[config.mk]
export PLATFORM = sky130hd
export DESIGN_NAME = pwm_wb_regs_flat
export DESIGN_NICKNAME = d
export VERILOG_FILES = /design/src/rtl/pwm_wb_pkg.sv /design/src/rtl/pwm_wb_if.sv /design/src/rtl/pwm_wb_chan.sv /design/src/rtl/pwm_wb_regs.sv /design/src/flat_wrapper.sv
export SDC_FILE = /design/constraint.sdc
export NUM_CORES = 2
export LEC_CHECK = 0
export CELL_PAD_IN_SITES_DETAIL_PLACEMENT = 1
export CELL_PAD_IN_SITES_GLOBAL_PLACEMENT = 2
export CORE_UTILIZATION = 40
export CTS_CLUSTER_SIZE = 16
export DETAILED_ROUTE_END_ITERATION = 12
export HOLD_SLACK_MARGIN = 0.05
export PLACE_DENSITY = 0.91
export SLEW_MARGIN = 10
export SYNTH_ARGS = -nofsm -noshare
export SYNTH_HDL_FRONTEND = slang
export SYNTH_SLANG_ARGS = --single-unit
[constraint.sdc]
create_clock -name clk -period 81.6 [get_ports clk]
set_input_delay 8.16 -clock clk [delete_from_list [all_inputs] [get_ports clk]]
set_output_delay 8.16 -clock clk [all_outputs]
set_load 0.01 [all_outputs]
[src/rtl/pwm_wb_pkg.sv]
// Shared constants and helpers for the PWM Wishbone register bank.
package pwm_wb_pkg;

  localparam int unsigned NCH = 8;

  // Byte offsets of the register map; bits [1:0] are ignored on decode.
  localparam logic [7:0] ADR_T_BASE = 8'h00;
  localparam logic [7:0] ADR_D_BASE = 8'h20;
  localparam logic [7:0] ADR_EN     = 8'h40;
  localparam logic [7:0] ADR_COMMIT = 8'h44;
  localparam logic [7:0] ADR_STATUS = 8'h48;
  localparam logic [7:0] ADR_ID     = 8'h4C;
  localparam logic [7:0] ADR_KILL   = 8'h50;

  // STATUS register layout.
  localparam int unsigned STATUS_PEND_BIT = 0;
  localparam int unsigned STATUS_CNT_LSB  = 8;

  // Merge write data into an old word, one byte lane per select bit.
  function automatic logic [31:0] apply_sel(logic [31:0] old_val, logic [31:0] wdat,
                                            logic [3:0] sel);
    logic [31:0] res;
    res = old_val;
    for (int b = 0; b < 4; b++) begin
      if (sel[b]) res[b*8 +: 8] = wdat[b*8 +: 8];
    end
    return res;
  endfunction

endpackage

[src/rtl/pwm_wb_if.sv]
// Wishbone B4 classic bus bundle between a master and the PWM register bank.
interface pwm_wb_if;

  logic        wb_cyc_i;
  logic        wb_stb_i;
  logic        wb_we_i;
  logic [7:0]  wb_adr_i;
  logic [3:0]  wb_sel_i;
  logic [31:0] wb_dat_i;
  logic [31:0] wb_dat_o;
  logic        wb_ack_o;

  modport master (
    output wb_cyc_i, wb_stb_i, wb_we_i, wb_adr_i, wb_sel_i, wb_dat_i,
    input  wb_dat_o, wb_ack_o
  );

  modport slave (
    input  wb_cyc_i, wb_stb_i, wb_we_i, wb_adr_i, wb_sel_i, wb_dat_i,
    output wb_dat_o, wb_ack_o
  );

endinterface

[src/rtl/pwm_wb_chan.sv]
// One PWM channel: staged and active period/high-time with byte-lane writes
// and a single-cycle commit copy from staged to active.
module pwm_wb_chan
  import pwm_wb_pkg::*;
#(
  parameter logic [31:0] ResetPeriod = 32'd1_000_000,
  parameter logic [31:0] ResetDuty   = 32'd75_000
) (
  input  logic        clk,
  input  logic        rst,
  input  logic        t_we_i,
  input  logic        d_we_i,
  input  logic [3:0]  sel_i,
  input  logic [31:0] wdat_i,
  input  logic        commit_i,
  output logic [31:0] t_stg_o,
  output logic [31:0] d_stg_o,
  output logic [31:0] t_o,
  output logic [31:0] d_o
);

  logic [31:0] t_stg_q, t_stg_d, d_stg_q, d_stg_d;
  logic [31:0] t_act_q, t_act_d, d_act_q, d_act_d;

  // Next-state: staged words take byte-lane writes, active words copy on commit.
  always_comb begin
    t_stg_d = t_stg_q;
    d_stg_d = d_stg_q;
    t_act_d = t_act_q;
    d_act_d = d_act_q;
    if (t_we_i) t_stg_d = apply_sel(t_stg_q, wdat_i, sel_i);
    if (d_we_i) d_stg_d = apply_sel(d_stg_q, wdat_i, sel_i);
    if (commit_i) begin
      t_act_d = t_stg_q;
      d_act_d = d_stg_q;
    end
  end

  // Channel state registers.
  always_ff @(posedge clk or posedge rst) begin
    if (rst) begin
      t_stg_q <= ResetPeriod;
      d_stg_q <= ResetDuty;
      t_act_q <= ResetPeriod;
      d_act_q <= ResetDuty;
    end else begin
      t_stg_q <= t_stg_d;
      d_stg_q <= d_stg_d;
      t_act_q <= t_act_d;
      d_act_q <= d_act_d;
    end
  end

  assign t_stg_o = t_stg_q;
  assign d_stg_o = d_stg_q;
  assign t_o     = t_act_q;
  assign d_o     = d_act_q;

endmodule

[src/rtl/pwm_wb_regs.sv]
// Wishbone register bank feeding the 8-channel PWM generator: staged values,
// atomic commit of all channels, and an emergency kill of all enables.
module pwm_wb_regs
  import pwm_wb_pkg::*;
#(
  parameter logic [31:0] RESET_PERIOD = 32'd1_000_000,
  parameter logic [31:0] RESET_DUTY   = 32'd75_000,
  parameter logic [31:0] BLOCK_ID     = 32'h5057_4D38
) (
  input  logic        clk,
  input  logic        rst,
  pwm_wb_if.slave     bus,
  output logic [31:0] T0, T1, T2, T3, T4, T5, T6, T7,
  output logic [31:0] D0, D1, D2, D3, D4, D5, D6, D7,
  output logic        E0, E1, E2, E3, E4, E5, E6, E7
);

  logic        ack_q, ack_d;
  logic [31:0] dat_q, dat_d;
  logic [7:0]  en_stg_q, en_stg_d, en_act_q, en_act_d;
  logic        pend_q, pend_d;
  logic [7:0]  cnt_q, cnt_d;

  logic        acc, wr;
  logic [5:0]  adr_w;
  logic [2:0]  ch_idx;
  logic        is_t, is_d, is_en, commit, kill;
  logic [31:0] rdata;
  logic [NCH-1:0] t_we, d_we;
  logic [31:0] t_stg [NCH];
  logic [31:0] d_stg [NCH];
  logic [31:0] t_act [NCH];
  logic [31:0] d_act [NCH];
  logic [1:0]  unused_adr;

  assign unused_adr = bus.wb_adr_i[1:0];

  // A request is taken only while ack is low, so each access costs two cycles.
  assign acc    = bus.wb_cyc_i & bus.wb_stb_i & ~ack_q;
  assign wr     = acc & bus.wb_we_i;
  assign adr_w  = bus.wb_adr_i[7:2];
  assign ch_idx = bus.wb_adr_i[4:2];
  assign is_t   = (bus.wb_adr_i[7:5] == ADR_T_BASE[7:5]);
  assign is_d   = (bus.wb_adr_i[7:5] == ADR_D_BASE[7:5]);
  assign is_en  = (adr_w == ADR_EN[7:2]);
  assign commit = wr & (adr_w == ADR_COMMIT[7:2]) & bus.wb_sel_i[0] & bus.wb_dat_i[0];
  assign kill   = wr & (adr_w == ADR_KILL[7:2]) & bus.wb_dat_i[0];

  // Per-channel write strobes.
  always_comb begin
    t_we = '0;
    d_we = '0;
    if (wr && is_t) t_we[ch_idx] = 1'b1;
    if (wr && is_d) d_we[ch_idx] = 1'b1;
  end

  for (genvar n = 0; n < NCH; n++) begin : g_chan
    pwm_wb_chan #(
      .ResetPeriod (RESET_PERIOD),
      .ResetDuty   (RESET_DUTY)
    ) u_chan (
      .clk      (clk),
      .rst      (rst),
      .t_we_i   (t_we[n]),
      .d_we_i   (d_we[n]),
      .sel_i    (bus.wb_sel_i),
      .wdat_i   (bus.wb_dat_i),
      .commit_i (commit),
      .t_stg_o  (t_stg[n]),
      .d_stg_o  (d_stg[n]),
      .t_o      (t_act[n]),
      .d_o      (d_act[n])
    );
  end

  // Read mux: staged values are visible, COMMIT/KILL/unmapped read as zero.
  always_comb begin
    rdata = '0;
    if (is_t) begin
      rdata = t_stg[ch_idx];
    end else if (is_d) begin
      rdata = d_stg[ch_idx];
    end else if (is_en) begin
      rdata = {24'd0, en_stg_q};
    end else if (adr_w == ADR_STATUS[7:2]) begin
      rdata[STATUS_PEND_BIT]                  = pend_q;
      rdata[STATUS_CNT_LSB +: 8]              = cnt_q;
    end else if (adr_w == ADR_ID[7:2]) begin
      rdata = BLOCK_ID;
    end
  end

  // Next-state for handshake, enables, pending flag and commit counter.
  always_comb begin
    ack_d    = acc;
    dat_d    = (acc && !bus.wb_we_i) ? rdata : 32'd0;
    en_stg_d = en_stg_q;
    en_act_d = en_act_q;
    pend_d   = pend_q;
    cnt_d    = cnt_q;
    if (wr && is_en && bus.wb_sel_i[0]) en_stg_d = bus.wb_dat_i[7:0];
    if (wr && (is_t || is_d || is_en))  pend_d   = 1'b1;
    if (commit) begin
      en_act_d = en_stg_q;
      pend_d   = 1'b0;
      cnt_d    = cnt_q + 8'd1;
    end
    // Kill wins over everything touching the enables.
    if (kill) begin
      en_stg_d = '0;
      en_act_d = '0;
    end
  end

  // Bank state registers.
  always_ff @(posedge clk or posedge rst) begin
    if (rst) begin
      ack_q    <= 1'b0;
      dat_q    <= '0;
      en_stg_q <= '0;
      en_act_q <= '0;
      pend_q   <= 1'b0;
      cnt_q    <= '0;
    end else begin
      ack_q    <= ack_d;
      dat_q    <= dat_d;
      en_stg_q <= en_stg_d;
      en_act_q <= en_act_d;
      pend_q   <= pend_d;
      cnt_q    <= cnt_d;
    end
  end

  assign bus.wb_ack_o = ack_q;
  assign bus.wb_dat_o = dat_q;

  assign T0 = t_act[0];
  assign T1 = t_act[1];
  assign T2 = t_act[2];
  assign T3 = t_act[3];
  assign T4 = t_act[4];
  assign T5 = t_act[5];
  assign T6 = t_act[6];
  assign T7 = t_act[7];
  assign D0 = d_act[0];
  assign D1 = d_act[1];
  assign D2 = d_act[2];
  assign D3 = d_act[3];
  assign D4 = d_act[4];
  assign D5 = d_act[5];
  assign D6 = d_act[6];
  assign D7 = d_act[7];
  assign {E7, E6, E5, E4, E3, E2, E1, E0} = en_act_q;

endmodule

[src/flat_wrapper.sv]
// flat-port wrapper written by rule: the top's interface ports become plain ports
module pwm_wb_regs_flat import pwm_wb_pkg::*;
#(
  parameter logic [31:0] RESET_PERIOD = 32'd1_000_000,
  parameter logic [31:0] RESET_DUTY   = 32'd75_000,
  parameter logic [31:0] BLOCK_ID     = 32'h5057_4D38
)
  (clk, rst, T0, T1, T2, T3, T4, T5, T6, T7, D0, D1, D2, D3, D4, D5, D6, D7, E0, E1, E2, E3, E4, E5, E6, E7, bus_wb_cyc_i, bus_wb_stb_i, bus_wb_we_i, bus_wb_adr_i, bus_wb_sel_i, bus_wb_dat_i, bus_wb_dat_o, bus_wb_ack_o);
  pwm_wb_if bus_i ();
  input  logic clk;
  input  logic rst;
  output logic [31:0] T0;
  output logic [31:0] T1;
  output logic [31:0] T2;
  output logic [31:0] T3;
  output logic [31:0] T4;
  output logic [31:0] T5;
  output logic [31:0] T6;
  output logic [31:0] T7;
  output logic [31:0] D0;
  output logic [31:0] D1;
  output logic [31:0] D2;
  output logic [31:0] D3;
  output logic [31:0] D4;
  output logic [31:0] D5;
  output logic [31:0] D6;
  output logic [31:0] D7;
  output logic E0;
  output logic E1;
  output logic E2;
  output logic E3;
  output logic E4;
  output logic E5;
  output logic E6;
  output logic E7;
  input wire logic [$bits(bus_i.wb_cyc_i)-1:0] bus_wb_cyc_i;
  input wire logic [$bits(bus_i.wb_stb_i)-1:0] bus_wb_stb_i;
  input wire logic [$bits(bus_i.wb_we_i)-1:0] bus_wb_we_i;
  input wire logic [$bits(bus_i.wb_adr_i)-1:0] bus_wb_adr_i;
  input wire logic [$bits(bus_i.wb_sel_i)-1:0] bus_wb_sel_i;
  input wire logic [$bits(bus_i.wb_dat_i)-1:0] bus_wb_dat_i;
  output wire logic [$bits(bus_i.wb_dat_o)-1:0] bus_wb_dat_o;
  output wire logic [$bits(bus_i.wb_ack_o)-1:0] bus_wb_ack_o;
  assign bus_i.wb_cyc_i = bus_wb_cyc_i;
  assign bus_i.wb_stb_i = bus_wb_stb_i;
  assign bus_i.wb_we_i = bus_wb_we_i;
  assign bus_i.wb_adr_i = bus_wb_adr_i;
  assign bus_i.wb_sel_i = bus_wb_sel_i;
  assign bus_i.wb_dat_i = bus_wb_dat_i;
  assign bus_wb_dat_o = bus_i.wb_dat_o;
  assign bus_wb_ack_o = bus_i.wb_ack_o;
  pwm_wb_regs #(.RESET_PERIOD(RESET_PERIOD), .RESET_DUTY(RESET_DUTY), .BLOCK_ID(BLOCK_ID)) u_core (.clk(clk), .rst(rst), .bus(bus_i), .T0(T0), .T1(T1), .T2(T2), .T3(T3), .T4(T4), .T5(T5), .T6(T6), .T7(T7), .D0(D0), .D1(D1), .D2(D2), .D3(D3), .D4(D4), .D5(D5), .D6(D6), .D7(D7), .E0(E0), .E1(E1), .E2(E2), .E3(E3), .E4(E4), .E5(E5), .E6(E6), .E7(E7));
endmodule
==> metrics.md <==
| Metric | Value |
|---|---|
| Outcome | finished, final reports clean |
| Combinational share of power | ~4.2% |
| Fin area | 56700 µm² |
| Worst endpoint required time | approximately 80 ns |
| Die Height | roughly 340 µm |
| Syn nets | 3979 |
| DIE AREA | 115000 µm² |
| Routed Antenna Nets | 0 |
| # rows | 123 |
| Largest family of logic cells by synthesized area | multiplexers |
| Synth top area cells | dfrtp_1 46%, dfstp_2 14%, nand2_1 13% |
| Non-Filler Instances | 6068 |
| Final WL | 166000 µm |
| Antenna violations before repair | 18 |
| Slew margin rel. | 20.1% |
| P_leak | 27.6 nW |
| Layout area overhead | 24.5% |
| CTS Buffer Depth | 3 |
| Initial drt markers | roughly 2400 |
| Final Max Tran Viols | 0 |
| Most used cell along the critical path | buf_4 |
| Slew @ Worst Pin | 1.19 ns |
| Seq/Total Area, Yosys | 60.1% |
| Clock power share | between 40 and 50% |
| Setup violators final | 0 |
| Mean area per synthesized cell | about 12 µm² |
| Crit Path Category | in2reg |
| PortBufs | between 500 and 600 |
| GRT overflow | 0 |
| DP Wirelength | 115000 µm |
| Cells after Synth | around 4000 |
| GRT Overall Usage | 28.5% |
| Yosys top cell by area | dfrtp_1 |
| CTS tree | done |
| Hold Vio Cnt, Final | 0 |
| Simple-gate area share of the yosys netlist | 16.0% |
| Core footprint | 113000 µm² |
| Post-synth top area share | 46.3% |
| Unique masters post-synth | 68 |
| First-pass iteration count of the detailed router | 5 |
| CTS clk-pin slew, worst paths | ~0.06 ns |
| I/O pins | 602 |
| CTS Buf Count | between 100 and 150 |
| Clock Latency Late Sink | 0.71 ns |
| P_int | 0.885 mW |
| Xor/xnor share of the synthesized area | 0.135% |
| Placer Congestion | between 0.8 and 0.9 |
| Most used DFF post-synth | dfrtp_1 |
| Area share of fa/ha/maj cells after synthesis | 0.0275% |
| Crit-path max cell delay | about 0.91 ns |
| Synth Warn # | 0 |
| Buf/Inv on CP | 4 |
| Pwr dens | 20.3 nW/µm² |
| H-tree depth | 3 |
| Root buffer cell | clkbuf_16 |
| Sink Count | 1082 |
| Most frequent cell after synthesis | nand2_1 |
| Cell Count Post-Placement | 5846 |
| Vias | about 33000 |
| Unrepaired setup endpoints after global routing | no |
| Synth top cells by count | 1624 x nand2_1, 842 x dfrtp_1, 509 x mux2_2 |
| EDFF count, synth | 0 |
| First-pass GRT wire length | around 240000 µm |
| Ordered cell list for the critical path | clkdlybuf4s50_1 -> nor4b_4 -> and4_4 -> buf_4 -> buf_4 -> buf_4 -> nand2_1 -> nand2_1 |
| WHS | 0.458 ns |
| Post-DP Area | 52700 µm² |
| MaxCap Viol Count | 0 |
| HP Class | reg2reg |
| Hold-fix buffers at CTS | 0 |
| Slowest-stage cell, CP | buf_4 |
| Setup bufs post-CTS | 0 |
| Core Util, Final | 50.3% |
| #FFs+latches synth | 1082 |
| CP delay by family, top | buffers and inverters |
| Post-synthesis mux area share | about a fifth |
| Async SR Flop Fraction | 100% |
| Minimum clock period | 12.75 ns |
| Setup TNS | 0 ns |
| Vias per cell | 5.43 |
| Remaining DRCs | 0 |
| Critical path launch point type | primary input |
| CTS resizes | 0 |
| Worst Skew | 0.0273 ns |
| Register-to-Register Setup Slack | 76.65 ns |
| Net Sw Power | 0.264 mW |
| Mapped Area | approximately 46000 µm² |
| Max Fclk | 78.4 MHz |
| Initial Utilization | 40.4% |
| Net switching fraction of the power | ~23% |
| Post-synthesis compound-gate area fraction | 2.24% |
| Worst EP arrival | 13.39 ns |
| Seq pwr share | 47.9% |
| Chip Width | 339 µm |
| Largest net degree at the start of global routing | between 150 and 200 |
| Layout Nets | 4515 |
| Average wire per standard cell | 27.3 µm |
| Number of global-route vias before repair | 34382 |
| Period utilization | 15.6% |
| Layout cells sized above 1 | 24.8% |
| Worst VDD drop | 0.0189 mV |
| Crit-path max FO | 93 |
| CP Capture Type | register |
-- cells by family (layout without fill, tap and decap cells) --
family,count (synthesis),count (layout)
mux,691,691
other cells,0,1
flops,1082,1082
compound gates,145,145
fa+ha+maj,1,1
xor+xnor,7,7
simple gates,1771,1771
buf+inv,232,870
-- layout make-up --
class	instances	area [µm²]
clock inverters	31	370
well taps	1500	1880
flip-flops and latches	1082	27400
diodes	1	2.50
multi-input cells	2615	17000
inverters	5	26.3
repair buffers	644	6370
fillers	11811	56000
clock buffers	190	3640
-- metrics by stage --
stage	setup WS, ns	power, mW
after CTS	68.93	1.16
after global placement	68.23	0.606
after global routing	68.59	1.18
after floorplan	43.38	0.586
after detailed placement	68.17	0.608
final	68.85	1.15
-- worst reg2reg max path: stages, from the launching register on --
cell	delay, ns
dfrtp_1	0.46
and4b_1	0.61
and4_4	0.72
buf_4	0.92
buf_4	0.87
buf_4	0.97
nand2_1	0.25
nand2_1	0.11
-- power groups by stage --
stage	clock [mW]	combinational [mW]	sequential, mW
final	0.551	0.0484	0.550
after global routing	0.579	0.0521	0.551
after CTS	0.559	0.0488	0.550
after detailed placement	0	0.0485	0.559
after global placement	0	0.0475	0.559
after floorplan	0	0.0291	0.557
-- per-layer routing --
layer  track usage (%)  wire length [µm]  vias to the layer above
met4              9.48              5510                       14
met3              5.67             10100                      228
met1              40.9             75200                    17543
met5                 0                85                        -
li1                  -                 -                    14203
met2              43.4             74700                      935
-- flip-flops by register name (all words and copies together) (netlist names) --
name	flops
u_core.g_chan.u_chan.t_stg_o	256
u_core.g_chan.u_chan.d_o	256
u_core.pend_q	1
u_core.en_act_q	8
u_core.g_chan.u_chan.d_stg_o	256
u_core.cnt_q	8
u_core.g_chan.u_chan.t_o	256
u_core.en_stg_q	8
u_core.bus.wb_dat_o	32
u_core.bus.wb_ack_o	1
-- layout by cell type (no fill, tap or decap), drive strengths merged, types with 3 or more instances in the layout --
cell type,instances
a21oi,34
a31oi,4
nand3,25
clkbuf,191
a22oi,14
nand2b,7
nor3,17
a211oi,8
nand2,1637
and2,8
clkinvlp,4
nor2,20
o2bb2ai,9
xnor2,7
o22ai,14
a311oi,9
o21ai,16
mux2,528
and3,12
mux4,84
a2111oi,9
buf,48
nand4,18
clkinv,19
inv,6
a221o,9
a221oi,10
dfstp,240
nor2b,5
bufinv,7
nor4,6
dfrtp,842
mux2i,79
clkdlybuf4s50,595
o22a,3
-- worst paths after layout --
kind | startpoint | to | cells after the start
worst min-delay path | u_core.g_chan[6].u_chan.t_o[19]$_DFFE_PP1P_ | u_core.g_chan[6].u_chan.t_o[19]$_DFFE_PP1P_ | 2
worst max register to register | u_core.bus.wb_ack_o$_DFF_PP0_ | u_core.g_chan[3].u_chan.d_o[31]$_DFFE_PP0P_ | 7
worst min register to register | u_core.g_chan[6].u_chan.t_o[19]$_DFFE_PP1P_ | u_core.g_chan[6].u_chan.t_o[19]$_DFFE_PP1P_ | 2
min in group asynchronous | rst | u_core.g_chan[0].u_chan.t_o[24]$_DFFE_PP0P_ | 2
max in group asynchronous | rst | u_core.g_chan[6].u_chan.t_o[7]$_DFFE_PP0P_ | 6
worst max-delay path | bus_wb_adr_i[7] | u_core.g_chan[3].u_chan.d_o[31]$_DFFE_PP0P_ | 8
No activity file was read; power rests on OpenSTA's default activity.
